$ cat config.mk
export PLATFORM = sky130hd
export DESIGN_NAME = mpc_mac_pipe_dsp_flat
export DESIGN_NICKNAME = d
export VERILOG_FILES = /design/src/rtl/mpc_mac_pipe_dsp_pkg.sv /design/src/rtl/mpc_mac_pipe_dsp_if.sv /design/src/rtl/mpc_mac_pipe_dsp_dly.sv /design/src/rtl/mpc_mac_pipe_dsp.sv /design/src/flat_wrapper.sv
export SDC_FILE = /design/constraint.sdc
export NUM_CORES = 1
export LEC_CHECK = 0
export CORE_UTILIZATION = 45
export DETAILED_ROUTE_END_ITERATION = 10
export GPL_ROUTABILITY_DRIVEN = 0
export GPL_TIMING_DRIVEN = 0
export PLACE_DENSITY_LB_ADDON = 0.2
export SYNTH_ARGS = -nofsm -noshare
export SYNTH_HDL_FRONTEND = slang
export SYNTH_SLANG_ARGS = --single-unit
$ cat constraint.sdc
create_clock -name clk -period 6.1 [get_ports clk]
set_clock_uncertainty 0.2 [all_clocks]
set_input_delay 1.22 -clock clk [delete_from_list [all_inputs] [get_ports clk]]
set_output_delay 1.22 -clock clk [all_outputs]
set_load 0.02 [all_outputs]
$ cat src/rtl/mpc_mac_pipe_dsp_pkg.sv
// Shared sizing rules and output clamp helper for the MPC DSP multiply/MAC pipe.
package mpc_dsp_pkg;

  localparam int LAT_BASE = 4;
  localparam int SAT_W    = 128;

  // Accumulator width: guard bits only matter when products are summed.
  function automatic int acc_w(input int a_w, input int b_w, input bit mac_en, input int guard);
    return mac_en ? a_w + b_w + guard : a_w + b_w;
  endfunction

  // Width of an operand once it is expressed as a signed value.
  function automatic int ext_w(input int width, input bit is_signed);
    return is_signed ? width : width + 1;
  endfunction

  function automatic logic signed [SAT_W-1:0] sat_clip(input logic signed [SAT_W-1:0] value,
                                                       input int out_w);
    logic signed [SAT_W-1:0] hi;
    logic signed [SAT_W-1:0] lo;
    hi = (SAT_W'(1) <<< (out_w - 1)) - SAT_W'(1);
    lo = ~hi;
    if (value > hi) return hi;
    if (value < lo) return lo;
    return value;
  endfunction

endpackage

$ cat src/rtl/mpc_mac_pipe_dsp_if.sv
// Sample/result bundle between the MPC datapath and the DSP multiply/MAC pipe.
interface mpc_mac_pipe_dsp_if #(
  parameter int A_W   = 21,
  parameter int B_W   = 14,
  parameter int OUT_W = 35
);
  logic                    ce;
  logic                    in_valid;
  logic [A_W-1:0]          a;
  logic [B_W-1:0]          b;
  logic                    acc_clr;
  logic signed [OUT_W-1:0] p;
  logic                    out_valid;
  logic                    sat;
  logic                    acc_ovf;

  modport master (
    output ce, in_valid, a, b, acc_clr,
    input  p, out_valid, sat, acc_ovf
  );

  modport slave (
    input  ce, in_valid, a, b, acc_clr,
    output p, out_valid, sat, acc_ovf
  );
endinterface

$ cat src/rtl/mpc_mac_pipe_dsp_dly.sv
// N-stage register chain with clock enable and synchronous reset (N >= 1).
module mpc_pipe_dly #(
  parameter int W = 1,
  parameter int N = 1
) (
  input  logic         clk,
  input  logic         rst,
  input  logic         ce,
  input  logic [W-1:0] d,
  output logic [W-1:0] q
);

  logic [W-1:0] stage_q [N];

  always_ff @(posedge clk) begin
    if (rst) begin
      for (int i = 0; i < N; i++) stage_q[i] <= '0;
    end else if (ce) begin
      stage_q[0] <= d;
      for (int i = 1; i < N; i++) stage_q[i] <= stage_q[i-1];
    end
  end

  assign q = stage_q[N-1];

endmodule

$ cat src/rtl/mpc_mac_pipe_dsp.sv
// Pipelined multiply / multiply-accumulate with round, shift and saturate.
// S1/S2 map onto the DSP A/B and M registers; S3 accumulates; S4 rounds and clamps.
module mpc_mac_pipe_dsp
  import mpc_dsp_pkg::*;
#(
  parameter int A_W      = 21,
  parameter int B_W      = 14,
  parameter bit A_SIGNED = 1'b1,
  parameter bit B_SIGNED = 1'b0,
  parameter bit MAC_EN   = 1'b0,
  parameter int GUARD    = 4,
  parameter int SHIFT    = 0,
  parameter int OUT_W    = 35,
  parameter int PIPE_X   = 0
) (
  input logic               clk,
  input logic               rst,
  mpc_mac_pipe_dsp_if.slave bus
);

  localparam int ACC_W  = acc_w(A_W, B_W, MAC_EN, GUARD);
  localparam int PROD_W = A_W + B_W + 1;
  localparam int AX_W   = ext_w(A_W, A_SIGNED);
  localparam int BX_W   = ext_w(B_W, B_SIGNED);
  localparam int R_W    = ACC_W + 1;
  localparam int DW     = OUT_W + 3;
  localparam logic signed [R_W-1:0] RND = R_W'(1) << SHIFT >> 1;

  // S1
  logic [A_W-1:0] a_q;
  logic [B_W-1:0] b_q;
  logic           v1_q;
  logic           clr1_q;

  always_ff @(posedge clk) begin
    if (rst) begin
      a_q    <= '0;
      b_q    <= '0;
      v1_q   <= 1'b0;
      clr1_q <= 1'b0;
    end else if (bus.ce) begin
      a_q    <= bus.a;
      b_q    <= bus.b;
      v1_q   <= bus.in_valid;
      clr1_q <= bus.in_valid & bus.acc_clr;
    end
  end

  logic signed [AX_W-1:0] a_ext;
  logic signed [BX_W-1:0] b_ext;

  if (A_SIGNED) begin : g_a_sx
    assign a_ext = $signed(a_q);
  end else begin : g_a_zx
    assign a_ext = $signed({1'b0, a_q});
  end

  if (B_SIGNED) begin : g_b_sx
    assign b_ext = $signed(b_q);
  end else begin : g_b_zx
    assign b_ext = $signed({1'b0, b_q});
  end

  logic signed [PROD_W-1:0] a_x;
  logic signed [PROD_W-1:0] b_x;
  assign a_x = PROD_W'(a_ext);
  assign b_x = PROD_W'(b_ext);

  // S2
  logic signed [PROD_W-1:0] prod_q;
  logic                     v2_q;
  logic                     clr2_q;

  always_ff @(posedge clk) begin
    if (rst) begin
      prod_q <= '0;
      v2_q   <= 1'b0;
      clr2_q <= 1'b0;
    end else if (bus.ce) begin
      prod_q <= a_x * b_x;
      v2_q   <= v1_q;
      clr2_q <= clr1_q;
    end
  end

  // S3: a product too wide for a guard-less accumulator also counts as a wrap
  logic signed [ACC_W-1:0] prod_a;
  logic signed [ACC_W-1:0] sum_d;
  logic signed [ACC_W-1:0] acc_q;
  logic                    prod_fits;
  logic                    add_ovf;
  logic                    ovf3_q;
  logic                    v3_q;

  assign prod_a    = ACC_W'(prod_q);
  assign prod_fits = (PROD_W'(prod_a) == prod_q);
  assign sum_d     = acc_q + prod_a;
  assign add_ovf   = (acc_q[ACC_W-1] == prod_a[ACC_W-1]) && (sum_d[ACC_W-1] != acc_q[ACC_W-1]);

  always_ff @(posedge clk) begin
    if (rst) begin
      acc_q  <= '0;
      ovf3_q <= 1'b0;
      v3_q   <= 1'b0;
    end else if (bus.ce) begin
      v3_q <= v2_q;
      if (v2_q) begin
        if (!MAC_EN || clr2_q) acc_q <= prod_a;
        else                   acc_q <= sum_d;
        if (!MAC_EN)      ovf3_q <= 1'b0;
        else if (clr2_q)  ovf3_q <= !prod_fits;
        else              ovf3_q <= ovf3_q | add_ovf | !prod_fits;
      end
    end
  end

  // S4: one extra bit keeps the rounding add from wrapping
  logic signed [R_W-1:0]   rnd_sum;
  logic signed [R_W-1:0]   r_sh;
  logic signed [SAT_W-1:0] r_wide;
  logic signed [SAT_W-1:0] clip;
  logic signed [OUT_W-1:0] p_d;
  logic                    sat_d;

  assign rnd_sum = R_W'(acc_q) + RND;
  assign r_sh    = rnd_sum >>> SHIFT;
  assign r_wide  = SAT_W'(r_sh);
  assign clip    = sat_clip(r_wide, OUT_W);
  assign sat_d   = (clip != r_wide);
  assign p_d     = OUT_W'(clip);

  logic signed [OUT_W-1:0] p4_q;
  logic                    sat4_q;
  logic                    ovf4_q;
  logic                    v4_q;

  always_ff @(posedge clk) begin
    if (rst) begin
      p4_q   <= '0;
      sat4_q <= 1'b0;
      ovf4_q <= 1'b0;
      v4_q   <= 1'b0;
    end else if (bus.ce) begin
      v4_q <= v3_q;
      if (v3_q) begin
        p4_q   <= p_d;
        sat4_q <= sat_d;
        ovf4_q <= ovf3_q;
      end
    end
  end

  // S4 holds on bubbles, so the plain delay chain also presents the last valid p
  logic [DW-1:0] s4_bus;
  logic [DW-1:0] out_bus;
  assign s4_bus = {p4_q, sat4_q, ovf4_q, v4_q};

  if (PIPE_X > 0) begin : g_pipe
    mpc_pipe_dly #(.W(DW), .N(PIPE_X)) u_dly (
      .clk (clk),
      .rst (rst),
      .ce  (bus.ce),
      .d   (s4_bus),
      .q   (out_bus)
    );
  end else begin : g_nopipe
    assign out_bus = s4_bus;
  end

  assign bus.p         = out_bus[DW-1:3];
  assign bus.sat       = out_bus[2];
  assign bus.acc_ovf   = out_bus[1];
  assign bus.out_valid = out_bus[0];

endmodule

$ cat src/flat_wrapper.sv
// flat-port wrapper written by rule: the top's interface ports become plain ports
module mpc_mac_pipe_dsp_flat import mpc_dsp_pkg::*;
#(
  parameter int A_W      = 21,
  parameter int B_W      = 14,
  parameter bit A_SIGNED = 1'b1,
  parameter bit B_SIGNED = 1'b0,
  parameter bit MAC_EN   = 1'b0,
  parameter int GUARD    = 4,
  parameter int SHIFT    = 0,
  parameter int OUT_W    = 35,
  parameter int PIPE_X   = 0
)
  (clk, rst, bus_ce, bus_in_valid, bus_a, bus_b, bus_acc_clr, bus_p, bus_out_valid, bus_sat, bus_acc_ovf);
  mpc_mac_pipe_dsp_if #(.A_W(A_W), .B_W(B_W), .OUT_W(OUT_W)) bus_i ();
  input logic clk;
  input logic rst;
  input wire logic [$bits(bus_i.ce)-1:0] bus_ce;
  input wire logic [$bits(bus_i.in_valid)-1:0] bus_in_valid;
  input wire logic [$bits(bus_i.a)-1:0] bus_a;
  input wire logic [$bits(bus_i.b)-1:0] bus_b;
  input wire logic [$bits(bus_i.acc_clr)-1:0] bus_acc_clr;
  output wire logic [$bits(bus_i.p)-1:0] bus_p;
  output wire logic [$bits(bus_i.out_valid)-1:0] bus_out_valid;
  output wire logic [$bits(bus_i.sat)-1:0] bus_sat;
  output wire logic [$bits(bus_i.acc_ovf)-1:0] bus_acc_ovf;
  assign bus_i.ce = bus_ce;
  assign bus_i.in_valid = bus_in_valid;
  assign bus_i.a = bus_a;
  assign bus_i.b = bus_b;
  assign bus_i.acc_clr = bus_acc_clr;
  assign bus_p = bus_i.p;
  assign bus_out_valid = bus_i.out_valid;
  assign bus_sat = bus_i.sat;
  assign bus_acc_ovf = bus_i.acc_ovf;
  mpc_mac_pipe_dsp #(.A_W(A_W), .B_W(B_W), .A_SIGNED(A_SIGNED), .B_SIGNED(B_SIGNED), .MAC_EN(MAC_EN), .GUARD(GUARD), .SHIFT(SHIFT), .OUT_W(OUT_W), .PIPE_X(PIPE_X)) u_core (.clk(clk), .rst(rst), .bus(bus_i));
endmodule
==> qor.csv, run 1 <==
stage;metric;value;unit
status;outcome;finished with violations;
status;failing checks;setup timing;
detailed_routing;Vias;11900;
global_route;vias in the first global route;12800;
detailed_routing;Initial DRC Count;614;
setup_path;Worst EP required;6.19;ns
clock_network;hold buffers post-CTS;0;
power_and_ir_drop;switching pwr;1.09;mW
setup_path;Crit. End Element;flip-flop;
sta;final slew viol count;0;
power_and_ir_drop;part of the power in the clock network;32.5;%
logic_synthesis;ys flop type;dfxtp_1;
placed_design;Placed Cells;2239;
power_and_ir_drop;Int Pwr;2.08;mW
sta;worst slew pin tran;1.07;ns
clock_network;CTS tree;yes;
power_and_ir_drop;Comb pwr share;34.8;%
logic_synthesis;area leader, netlist;fa_1;
die;Row Count;67;
setup_path;CP arrival;6.47;ns
placed_design;# port buffers;74;
global_route;largest net degree at the start of global routing;17;
setup_path;crit path cell chain;clkbuf_8, and2_1, fa_1, inv_1, fa_1, inv_1, fa_1, fa_1, fa_1, inv_1, fa_2, inv_2, ha_4, and3_4, nand2_4, a211oi_4, o2111a_2, o311ai_4, nand3_2, a311oi_2, mux2i_1, o21ai_1;
logic_synthesis;async set or reset register ratio after synthesis;0;%
clock_network;clk root buf;clkbuf_16;
die;I/O pin total;78;
sta;Final WS setup;-0.282;ns
setup_path;CP most frequent cell;fa_1;
global_route;All-Layer GR Usage;24.4;%
detailed_routing;vias per cell;5.13;
clock_network;Num CTS Buffers;17;
global_route;GR Overflow Total;0;
clock_network;H-tree depth;4;
clock_network;Longest Clk Path Bufs;2;
logic_synthesis;Post-synth EDFFs;0;
final_layout;Finished Layout Cells;2322;
die;Die Area;35300;um2
power_and_ir_drop;pwr dens;169;nW/um2
detailed_routing;Pre-antenna DRT Iters;5;
detailed_routing;# DRC;0;
detailed_routing;Routed WL per cell;17.4;um
power_and_ir_drop;VDD IR-drop max;0.000197;V
sta;total negative setup slack;-1.43;ns
sta;Final setup viols;11;
logic_synthesis;Mapped Nets;2113;
sta;RSZ-0062 raised after global routing;true;
logic_synthesis;Ys Warns;0;
global_route;first-pass GRT wire length;66800;um
detailed_routing;DRT antenna net count;0;
sta;Max-Slew Margin vs Limit;28.8;%
logic_synthesis;register bit total from synthesis;145;
detailed_routing;Total Routed Length;40500;um
logic_synthesis;Area contributors post-synth;fa_1 35%, dfxtp_1 19%, and2_1 7.1%, inv_1 6.7%, ha_1 6.6%;
power_and_ir_drop;Pleak;8.81;nW
setup_path;worst-path maximum fanout;10;
setup_path;Setup Crit Path Kind;reg2reg;
sta;Final Cycle Share;105;%
sta;Final Hold Vio Count;0;
clock_network;Worst-path clk slew;0.06;ns
die;initial core utilization;46.0;%
power_and_ir_drop;sequential cell fraction of total power;32.7;%
die;core area;33800;um2
setup_path;Max stage delay on crit path;0.58;ns
placed_design;DP HPWL;32100;um
die;Die Wd;188;um
setup_path;Startpoint Class;flip-flop;
die;Die Height;188;um
logic_synthesis;sequential element share of the synthesized area;18.7;%
hold_path;min-delay worst type;reg2reg;
logic_synthesis;Cell Area, Synth;15500;um2
logic_synthesis;mean post-synth cell area;9.05;um2
sta;max frequency;0.157;GHz
logic_synthesis;Mapped Cells;1717;
logic_synthesis;Netlist cell types;59;
final_layout;number of fill cells;3034;
global_route;initial antenna violation count;2;
setup_path;CP max-delay cell;fa_2;
final_layout;share of post-route cells with drive strength above 1;14.3;%
clock_network;worst-skew pair later-pin latency;0.43;ns
job;max cap viols;0;
power_and_ir_drop;Net Sw Frac;34.3;%
sta;fin crit period;6.38;ns
logic_synthesis;post-synth top area share;35.3;%
final_layout;Syn-to-layout area delta;21.0;%
clock_network;Clock Sinks;145;
final_layout;Inserted Diodes;0;
final_layout;nets;2258;
[cells by family after synthesis]
kind of cell               Yosys count  synth area share, %
and+or+nand+nor                    585                 18.1
buffers and inverters              370                 8.96
adders and majority gates          356                 41.9
AOI/OAI and AO/OA                  170                 6.82
DFF                                145                 18.7
muxes                               57                 3.67
xor gates and xnor gates            33                 1.86
other                                1               0.0241
[critical path: cells and delay by family, from the launching register on]
family	cells	cell delay (ns)
compound gates	5	1.18
simple gates	4	0.60
buf+inv	5	0.41
flops	1	0.37
fa+ha+maj	7	3.25
mux	1	0.22
[per-stage QoR]
stage	utilization [%]	hold slack, ns	setup WS (ns)	cell area, um2	power [mW]
after floorplan	-	0.227	0.0501	15500	1.68
after global placement	49.8	0.245	-0.945	16800	1.94
after detailed placement	49.8	0.246	-0.996	16800	1.96
after CTS	54.5	0.255	-0.241	18400	3.12
after global routing	55.7	0.271	-0.450	18800	3.36
final	55.7	0.253	-0.282	18800	3.17
[state kept, by name, summed over array words and instances, names as in the netlist]
name                  cells
u_core.acc_q             35
u_core.bus.out_valid      1
u_core.b_q               14
u_core.v3_q               1
u_core.bus.p             35
u_core.a_ext             21
u_core.prod_q            35
u_core.v1_q               1
u_core.v2_q               1
u_core.bus.sat            1
[final timing paths]
kind | start | cells past startpoint | slack (ns) | endpoint
worst min-delay path | u_core.acc_q[13]$_SDFFE_PP0P_ | 2 | 0.25 | u_core.bus.p[13]$_SDFFE_PP0P_
worst max register to register | u_core.a_ext[10]$_SDFFE_PP0P_ | 22 | -0.28 | u_core.prod_q[32]$_SDFFE_PP0P_
worst max-delay path | u_core.a_ext[10]$_SDFFE_PP0P_ | 22 | -0.28 | u_core.prod_q[32]$_SDFFE_PP0P_
worst min register to register | u_core.acc_q[13]$_SDFFE_PP0P_ | 2 | 0.25 | u_core.bus.p[13]$_SDFFE_PP0P_
[final cells by class]
class                      instances  area, um2  area share, %
buffer                            91        686           3.65
tap                              448        561           2.98
clock buffer                      20        467           2.48
multi-input combinational       1202      11800           62.7
timing repair buffer             128       1200           6.37
clock inverter                    11        104          0.552
inverter                         277       1040           5.55
sequential                       145       2950           15.7
[metal layers]
| layer | wire [um] | GRT usage (%) |
|---|---|---|
| met4 | 795 | 6.47 |
| met3 | 1780 | 3.35 |
| met5 | 0 | 0 |
| met2 | 20000 | 41.4 |
| met1 | 17900 | 32.8 |
[what timing repair did]
item | 4_1_cts | 5_1_grt
resized for setup | 201 | 104
endpoints found under the hold margin | 0 | 0
pin swaps | 53 | 74
cloned | 1 | 0
endpoints found under the setup margin | 22 | 18
buffers inserted | 36 | 17
[cells in the mapped netlist (3+ instances only)]
cell / count
nor3_1: 9
dfxtp_1: 145
nand4_1: 3
mux2i_1: 57
nand2_1: 272
buf_1: 7
xor2_1: 14
o22ai_1: 7
ha_1: 82
fa_1: 274
and3_1: 5
o21a_1: 4
nor2_1: 76
a21oi_1: 99
inv_1: 277
a31oi_1: 4
nor3b_1: 4
and2_1: 177
nand3_1: 7
a211oi_1: 5
nand2b_1: 15
nor2b_1: 6
xnor2_1: 19
a21o_1: 17
clkbuf_1: 85
o21ai_0: 9
[cell usage in the layout (no fill, tap or decap), types with 8 or more instances in the layout]
| master | count |
|---|---|
| clkdlybuf4s50_1 | 74 |
| a21oi_1 | 91 |
| clkbuf_1 | 36 |
| inv_2 | 18 |
| nand2b_1 | 15 |
| nand2_1 | 266 |
| ha_4 | 17 |
| mux2i_1 | 57 |
| xnor2_1 | 19 |
| ha_1 | 65 |
| buf_4 | 60 |
| dfxtp_4 | 8 |
| xor2_1 | 14 |
| buf_6 | 11 |
| and2_4 | 18 |
| dfxtp_1 | 123 |
| clkbuf_8 | 9 |
| dfxtp_2 | 14 |
| and2_1 | 160 |
| fa_1 | 268 |
| nor2_1 | 74 |
| clkbuf_16 | 24 |
| inv_1 | 258 |
| a21o_1 | 17 |
[power groups by stage]
stage / clock network [mW] / logic (mW) / registers [mW]
after floorplan: 0 / 0.645 / 1.04
after global placement: 0 / 0.880 / 1.06
after detailed placement: 0 / 0.899 / 1.06
after CTS: 1.05 / 1.04 / 1.04
after global routing: 1.09 / 1.23 / 1.04
final: 1.03 / 1.10 / 1.04
No activity file was read; power rests on OpenSTA's default activity.
==> inputs of run 2 (changes only) <==
Settings changed: GPL_TIMING_DRIVEN 0 to unset.
==> run 2 against run 1 <==
  * The flow still finishes with violations (setup timing)
  * Hold slack got worse by 0.0023 ns
  * Sequential share of layout area fell by 0.14 points
  * Critical path depth fell by 3
  * Cell count rose by 1.1%
  * Design area rose by 1.7%
  * Via count fell by 1.2%
  * Sequential power barely moved
  * Die area did not move
  * Wire length fell by 8.5%
  * Highest routed layer unchanged
==> qor.csv, run 2 (same netlist as run 1, synthesis figures left out) <==
stage;metric;value;unit;change
job;max cap viols;0;;unchanged
sta;fin crit period;6.17;ns;was 6.38 ns
hold_path;min-delay worst type;reg2reg;;unchanged
placed_design;# port buffers;75;;was 74
detailed_routing;routed wl met2;19700;um;was 20000 um
final_layout;Finished Layout Cells;2348;;was 2322
detailed_routing;# DRC;0;;unchanged
power_and_ir_drop;switching pwr;1.07;mW;was 1.09 mW
status;failing checks;setup timing;;unchanged
sta;Final Cycle Share;101;%;was 105%
final_layout;Syn-to-layout area delta;23.1;%;was 21.0%
power_and_ir_drop;Int Pwr;2.18;mW;was 2.08 mW
final_layout;most frequent cells in the layout;269 x fa_1, 267 x nand2_1, 258 x inv_1;;was 268 x fa_1, 266 x nand2_1, 258 x inv_1
die;Row Count;67;;unchanged
detailed_routing;vias per cell;5.02;;was 5.13
final_layout;Inserted Diodes;0;;unchanged
sta;Final Hold Vio Count;0;;unchanged
detailed_routing;Initial DRC Count;609;;was 614
clock_network;Num CTS Buffers;17;;unchanged
clock_network;Clock Sinks;145;;unchanged
final_layout;share of post-route cells with drive strength above 1;17.4;%;was 14.3%
detailed_routing;Pre-antenna DRT Iters;5;;unchanged
global_route;GR Overflow Total;0;;unchanged
status;outcome;finished with violations;;unchanged
clock_network;CTS tree;yes;;unchanged
setup_path;Worst EP required;6.17;ns;was 6.19 ns
clock_network;H-tree depth;4;;unchanged
global_route;largest net degree at the start of global routing;94;;was 17
setup_path;worst-path maximum fanout;5;;was 10
final_layout;number of fill cells;3022;;was 3034
setup_path;CP arrival;6.24;ns;was 6.47 ns
die;I/O pin total;78;;unchanged
setup_path;Startpoint Class;flip-flop;;unchanged
detailed_routing;Routed WL per cell;15.8;um;was 17.4 um
sta;Max-Slew Margin vs Limit;11.4;%;was 28.8%
setup_path;Setup Crit Path Kind;reg2reg;;unchanged
detailed_routing;metal3 WL;1100;um;was 1780 um
detailed_routing;Total Routed Length;37000;um;was 40500 um
detailed_routing;Vias;11800;;was 11900
sta;final slew viol count;0;;unchanged
power_and_ir_drop;sequential cell fraction of total power;32.1;%;was 32.7%
die;core area;33800;um2;unchanged
detailed_routing;DRT antenna net count;0;;unchanged
die;initial core utilization;46.0;%;unchanged
power_and_ir_drop;pwr dens;170;nW/um2;was 169 nW/um2
die;Die Height;188;um;unchanged
sta;WHS;0.250;ns;was 0.253 ns
power_and_ir_drop;Comb pwr share;34.6;%;was 34.8%
placed_design;setup slack at placement;-0.343;ns;was -0.996 ns
clock_network;Worst-path clk slew;0.06;ns;about the same
global_route;All-Layer GR Usage;21.9;%;was 24.4%
detailed_routing;WL met1;15800;um;was 17900 um
detailed_routing;Top Metal Used;met4;;unchanged
placed_design;DP HPWL;28800;um;was 32100 um
final_layout;nets;2284;;was 2258
final_layout;Finished Core Util;56.6;%;was 55.7%
sta;max frequency;0.162;GHz;was 0.157 GHz
clock_network;clk root buf;clkbuf_16;;unchanged
power_and_ir_drop;VDD IR-drop max;0.000217;V;was 0.000197 V
setup_path;Crit. End Element;flip-flop;;unchanged
sta;total negative setup slack;-0.188;ns;was -1.43 ns
sta;Final setup viols;4;;was 11
clock_network;Longest Clk Path Bufs;2;;unchanged
sta;RSZ-0062 raised after global routing;true;;unchanged
clock_network;hold buffers post-CTS;0;;unchanged
power_and_ir_drop;part of the power in the clock network;33.3;%;was 32.5%
power_and_ir_drop;Net Sw Frac;33.0;%;was 34.3%
global_route;first-pass GRT wire length;62000;um;was 66800 um
die;Die Area;35300;um2;unchanged
sta;Final WS setup;-0.0698;ns;was -0.282 ns
die;Die Wd;188;um;unchanged
final_layout;most common cell after layout, fill and taps aside;fa_1;;unchanged
global_route;vias in the first global route;12700;;was 12800
power_and_ir_drop;Pleak;9.04;nW;was 8.81 nW
clock_network;worst-skew pair later-pin latency;0.43;ns;about the same
placed_design;Placed Cells;2289;;was 2239
global_route;initial antenna violation count;0;;was 2
sta;worst slew pin tran;1.33;ns;was 1.07 ns
run 2: cell count changes in the layout (fill, tap and decap cells not counted), moves of 8 or more:
cell | before | now
dfxtp_2 | 14 | 6
buf_12 | 1 | 11
buf_4 | 60 | 144
clkbuf_8 | 9 | 1
dfxtp_4 | 8 | 17
clkbuf_1 | 36 | 1
run 2: per-stage QoR:
stage	area, um2	total power, mW
2_1_floorplan	15500	1.68
3_3_place_gp	17700	2.04
3_5_place_dp	17700	2.06
4_1_cts	18700	3.21
5_1_grt	19100	3.47
6_report	19100	3.26
run 2: metal layers:
metal / track usage [%] / vias to the layer above
li1: - / 5564
met1: 27.2 / 6000
met2: 40.6 / 176
met3: 2.77 / 39
met4: 4.53 / 0
met5: 0 / -
run 2: worst paths after layout:
kind | startpoint | to | slack, ns | cells past startpoint
worst min register to register | u_core.acc_q[23]$_SDFFE_PP0P_ | u_core.bus.p[23]$_SDFFE_PP0P_ | 0.25 | 2
worst min-delay path | u_core.acc_q[23]$_SDFFE_PP0P_ | u_core.bus.p[23]$_SDFFE_PP0P_ | 0.25 | 2
worst max register to register | u_core.a_ext[18]$_SDFFE_PP0P_ | u_core.prod_q[33]$_SDFFE_PP0P_ | -0.07 | 19
worst max-delay path | u_core.a_ext[18]$_SDFFE_PP0P_ | u_core.prod_q[33]$_SDFFE_PP0P_ | -0.07 | 19
run 2: final cells by class:
type                    instances  area (um2)  area share, %
flip-flops and latches        145        2970           15.6
inverters                     277        1040           5.44
well taps                     448         561           2.93
repair buffers                245        2220           11.6
clock buffers                  19         443           2.32
clock inverters                12         158          0.824
multi-input cells            1202       11700           61.3
run 2: repair_timing:
| action | CTS | global route |
|---|---|---|
| gates cloned | 0 | 0 |
| pin swaps | 21 | 70 |
| setup endpoints to repair | 20 | 18 |
| gates resized for setup | 73 | 98 |
| buffers inserted | 9 | 19 |
run 2: power groups by stage:
stage	Sequential [mW]	Combinational (mW)	Clock, mW
final	1.05	1.13	1.08
after CTS	1.05	1.05	1.11
after global placement	1.07	0.972	0
after floorplan	1.04	0.645	0
after detailed placement	1.07	0.994	0
after global routing	1.05	1.27	1.15
run 2: worst max-delay path, cell delays in order, from the launching register on:
cell	delay, ns
dfxtp_1	0.48
buf_4	0.19
nand2_1	0.07
fa_1	0.50
fa_1	0.51
inv_1	0.05
fa_1	0.50
fa_1	0.58
fa_2	0.48
fa_1	0.56
ha_4	0.32
and3_4	0.17
nand4_1	0.13
buf_4	0.16
o21ba_4	0.21
o21ba_4	0.21
buf_6	0.11
a311o_1	0.34
nand4b_1	0.11
o221ai_1	0.12
